==> src/rtl/shift_deserializer.sv <==
`default_nettype none
// ============================================================================
// Module      : shift_deserializer
// Description : Serial-to-parallel receiver. Assembles N-bit words from a
//               strobed bit stream, with Sync-based word alignment, and hands
//               each completed word to the consumer over a valid/ready
//               handshake. A sticky Overrun flag records dropped words.
// Revision    : 1.0 - initial release
// ============================================================================
module shift_deserializer #(
    parameter int N         = 8,
    parameter bit MSB_FIRST = 1'b1
) (
    input  logic         clk,
    input  logic         reset,
    input  logic         Enable,
    input  logic         Sin,
    input  logic         Sync,
    output logic [N-1:0] Dout,
    output logic         DoutValid,
    input  logic         DoutReady,
    output logic         Busy,
    output logic         Overrun,
    input  logic         ClearOverrun
);

    localparam int                 c_CNT_W = $clog2(N);
    localparam logic [c_CNT_W-1:0] c_ONE   = c_CNT_W'(1);
    localparam logic [c_CNT_W-1:0] c_LAST  = c_CNT_W'(N - 1);

    typedef enum logic [0:0] {
        ST_IDLE = 1'b0,
        ST_RECV = 1'b1
    } state_t;

    state_t               r_state;
    state_t               w_state_nxt;
    logic [c_CNT_W-1:0]   r_cnt;
    logic [c_CNT_W-1:0]   w_cnt_nxt;
    logic [N-1:0]         r_shift;
    logic [N-1:0]         w_shift_nxt;
    logic [N-1:0]         w_shifted;
    logic                 w_complete;
    logic [N-1:0]         r_dout;
    logic                 r_valid;
    logic                 r_overrun;

    // Shift direction; the shifted value doubles as the assembled word on
    // the completing strobe.
    generate
        if (MSB_FIRST) begin : g_msb_first
            assign w_shifted = {r_shift[N-2:0], Sin};
        end else begin : g_lsb_first
            assign w_shifted = {Sin, r_shift[N-1:1]};
        end
    endgenerate

    // Receive state, bit counter and shift register.
    always_ff @(posedge clk or posedge reset) begin
        if (reset) begin
            r_state <= ST_IDLE;
            r_cnt   <= '0;
            r_shift <= '0;
        end else begin
            r_state <= w_state_nxt;
            r_cnt   <= w_cnt_nxt;
            r_shift <= w_shift_nxt;
        end
    end

    // Next-state logic; nothing moves without an Enable strobe.
    always_comb begin
        w_state_nxt = r_state;
        w_cnt_nxt   = r_cnt;
        w_shift_nxt = r_shift;
        w_complete  = 1'b0;
        if (Enable) begin
            w_shift_nxt = w_shifted;
            case (r_state)
                ST_IDLE: begin
                    w_cnt_nxt   = c_ONE;
                    w_state_nxt = ST_RECV;
                end
                ST_RECV: begin
                    if (Sync) begin
                        // Realign: this bit becomes bit 0 of a fresh word.
                        w_cnt_nxt = c_ONE;
                    end else if (r_cnt == c_LAST) begin
                        w_cnt_nxt   = '0;
                        w_state_nxt = ST_IDLE;
                        w_complete  = 1'b1;
                    end else begin
                        w_cnt_nxt = r_cnt + c_ONE;
                    end
                end
                default: begin
                    w_cnt_nxt   = '0;
                    w_state_nxt = ST_IDLE;
                end
            endcase
        end
    end

    // Output word holding register, handshake and sticky overrun.
    always_ff @(posedge clk or posedge reset) begin
        if (reset) begin
            r_dout    <= '0;
            r_valid   <= 1'b0;
            r_overrun <= 1'b0;
        end else begin
            if (w_complete) begin
                if (!r_valid || DoutReady) begin
                    r_dout  <= w_shifted;
                    r_valid <= 1'b1;
                end
            end else if (r_valid && DoutReady) begin
                r_valid <= 1'b0;
            end
            // A drop on the same edge as a clear keeps the flag set.
            if (w_complete && r_valid && !DoutReady) begin
                r_overrun <= 1'b1;
            end else if (ClearOverrun) begin
                r_overrun <= 1'b0;
            end
        end
    end

    assign Dout      = r_dout;
    assign DoutValid = r_valid;
    assign Overrun   = r_overrun;
    assign Busy      = (r_state == ST_RECV);

endmodule
`default_nettype wire
==> config.mk <==
export PLATFORM = sky130hd
export DESIGN_NAME = shift_deserializer
export DESIGN_NICKNAME = d
export VERILOG_FILES = /design/src/rtl/shift_deserializer.sv
export SDC_FILE = /design/constraint.sdc
export NUM_CORES = 1
export LEC_CHECK = 0
export ABC_AREA = 0
export CAP_MARGIN = 40
export CORE_MARGIN = 3
export CORE_UTILIZATION = 42
export CTS_BUF_LIST = sky130_fd_sc_hd__clkbuf_4
export CTS_CLUSTER_DIAMETER = 80
export DETAILED_ROUTE_END_ITERATION = 12
export PLACE_DENSITY = 0.68
export SKIP_CTS_REPAIR_TIMING = 1
export SYNTH_ARGS = -nofsm -noshare
export SYNTH_HDL_FRONTEND = slang
export SYNTH_SLANG_ARGS = --single-unit
==> constraint.sdc <==
create_clock -name clk -period 2.2 [get_ports clk]
set_clock_uncertainty 0.1 [all_clocks]
set_input_delay 0.55 -clock clk [delete_from_list [all_inputs] [get_ports clk]]
set_output_delay 0.55 -clock clk [all_outputs]
set_load 0.03 [all_outputs]
==> metrics.cfg <==
[worst_setup_path]
cp.arrival_ns=1.47
cp_slowest_stage_delay_ns=0.71
cp_num_buf_inv=1
startpoint=Busy
crit_type=reg -> out
slowest_stage=clkdlybuf4s50_1
cp_top_family=buffers and inverters
worstPathCellList=clkdlybuf4s50_1
r2r-start=r_cnt[0]
start_kind=flop
end_kind=output port
cp.required_ns=1.55
critPathMaxFanout=4

[finish]
multi_input_area_sq_um=328
nets=90
finalNonFillerCells=107
seqCellArea_sq_um=526
diodes=0
area_growth_pct=23.8
fillCellCount=186
drive_gt1_frac=0.288

[floorplan]
boundaryPins=18
std_cell_rows=16
core-area_sq_um=2000
fp.dieArea_sq_um=2740
initial_core_util=0.450
die_h_um=52.3
die_w_um=52.3

[pwr]
p_switching_mw=0.317
power.share.clock=0.175
p_sw_frac=0.306
p_leak_nw=0.507
irDropWorstVdd_v=0.000415
combPwrFrac=0.320
powerDensity_nw_per_um2=930
p_int_mw=0.719
p_seq_frac=0.505

[run]
cap_violations=0

[synth]
syn-num-nets=69
synth-main-ff-cell=dfrtp_1
ys_types=16
ys_top_cells_by_area=dfrtp_1 (58%), mux2_4 (13%), mux2_2 (8.8%)
synth-seq-area-share=0.583
ys_ff_latch=21
synth_edf_count=0
synth_top_area_share=0.583
synth-async-reset-ratio=1.00
synth.cell_area_sq_um=901
synth_commonest_cells=dfrtp_1 (21), mux2_4 (8), mux2_2 (7)
ys_warn_count=0
synth_cells=60
yosysMostFrequentCell=dfrtp_1
synth_top_area_cell=dfrtp_1
synth_area_per_cell_sq_um=15.0

[clocking]
htree_levels=1
cts.root.buffer_cell=clkbuf_4
path_clk_slew_ns=0.11
cts_tree=done
clock_latency_ns=0.30
cts_buffers=3
cts.sinks=21
clk_path_buf_depth=2

[min_path]
hold_path.class=reg -> reg
hold_start=Dout[1]

[drt]
vias=518
drt-vias-per-instance=4.84
antenna_left=0
drc_errors=0
wl_per_cell_um=12.8
drt_iter0_drc=1
drt_pass1_iterations=3
wirelength_um=1370

[sta]
timing.fmax_mhz=471
finalWorstSetupSlack_ns=0.0764
worst_pin_slew_ns=0.323
min_period_ns=2.12
slew_violations=0
rsz0062_at_grt=false
slew-limit-headroom=0.784
min_period_over_period=0.965
setup_viol=0
whs_ns=0.424
finalHoldViolations=0
setup_tns_ns=0

[placement]
dp.final_hpwl_um=1030
placedCellCount=103
gp_congestion=0.636
port_buffers=17
dp_slack_ns=0.0664

[global_routing]
grt_usage=0.126
antenna_found_initial=0
grt.overflow.total=0
grt_pass1_wl_um=2470
grt_max_degree=22
grt_pass1_vias=570

[status]
outcome=finished, final reports clean

==> cells by family after synthesis <==
group | Yosys count | share of synthesized area
AO/OA/AOI/OAI | 5 | 0.0347
adder cells (fa/ha/maj) | 2 | 0.0278
buffers and inverters | 7 | 0.0528
flip-flops | 21 | 0.583
multiplexers | 15 | 0.221
AND/OR/NAND/NOR | 10 | 0.0805
==> registers in the layout, summed over array words and instances, names as in the netlist <==
register,count
Busy,1
Dout,8
DoutValid,1
Overrun,1
r_cnt,3
r_shift,7
==> layout make-up <==
| cell class | count | share of cell area |
|---|---|---|
| flip-flops and latches | 21 | 0.471 |
| multi-input cells | 32 | 0.294 |
| repair buffers | 19 | 0.166 |
| well taps | 27 | 0.0303 |
| clock buffers | 3 | 0.0202 |
| inverters | 4 | 0.0135 |
| clock inverters | 1 | 0.00449 |
==> power by group through the flow <==
stage	clock network, mW	logic, mW	registers, mW
finish	0.181	0.332	0.523
global route	0.203	0.354	0.537
global placement	0	0.332	0.531
detailed placement	0	0.336	0.535
floorplan	0	0.130	0.611
CTS	0.193	0.337	0.527
==> through the flow <==
step            util  total power, mW  area, sq um
2_1_floorplan      -            0.741          901
3_3_place_gp   0.543            0.863         1090
3_5_place_dp   0.543            0.871         1090
4_1_cts        0.557             1.06         1110
5_1_grt        0.557             1.09         1110
6_report       0.557             1.04         1110
==> path summary, 6_finish.rpt <==
path                              endpoint  slack (ns)  depth (start not counted)
worst max-delay path                  Busy        0.08                          1
worst min-delay path               Dout[1]        0.42                          1
worst max register to register     Dout[4]        0.42                          5
worst min register to register     Dout[1]        0.42                          1
max in group asynchronous       r_shift[2]        1.33                          3
min in group asynchronous          Dout[7]        0.46                          3
==> metal layers <==
| metal | vias up | GRT usage | share of wire |
|---|---|---|---|
| li1 | 242 | - | - |
| met1 | 258 | 0.156 | 0.46 |
| met2 | 14 | 0.198 | 0.48 |
| met3 | 4 | 0.0256 | 0.041 |
| met4 | 0 | 0.0766 | 0.022 |
| met5 | - | 0 | 0 |
==> cell usage in the layout (no fill, tap or decap), drive strengths merged <==
cell type | netlist | routed
clkbuf | 0 | 3
inv | 4 | 4
ha | 2 | 2
nand4b | 1 | 1
clkdlybuf4s50 | 0 | 17
nand2 | 3 | 3
o21a | 1 | 1
buf | 3 | 2
a21oi | 1 | 1
nand2b | 2 | 2
nor2 | 3 | 3
clkinv | 0 | 1
o22ai | 3 | 3
mux2 | 15 | 15
nor2b | 1 | 1
dfrtp | 21 | 21
Note: power is estimated with default switching activity, not from simulation.
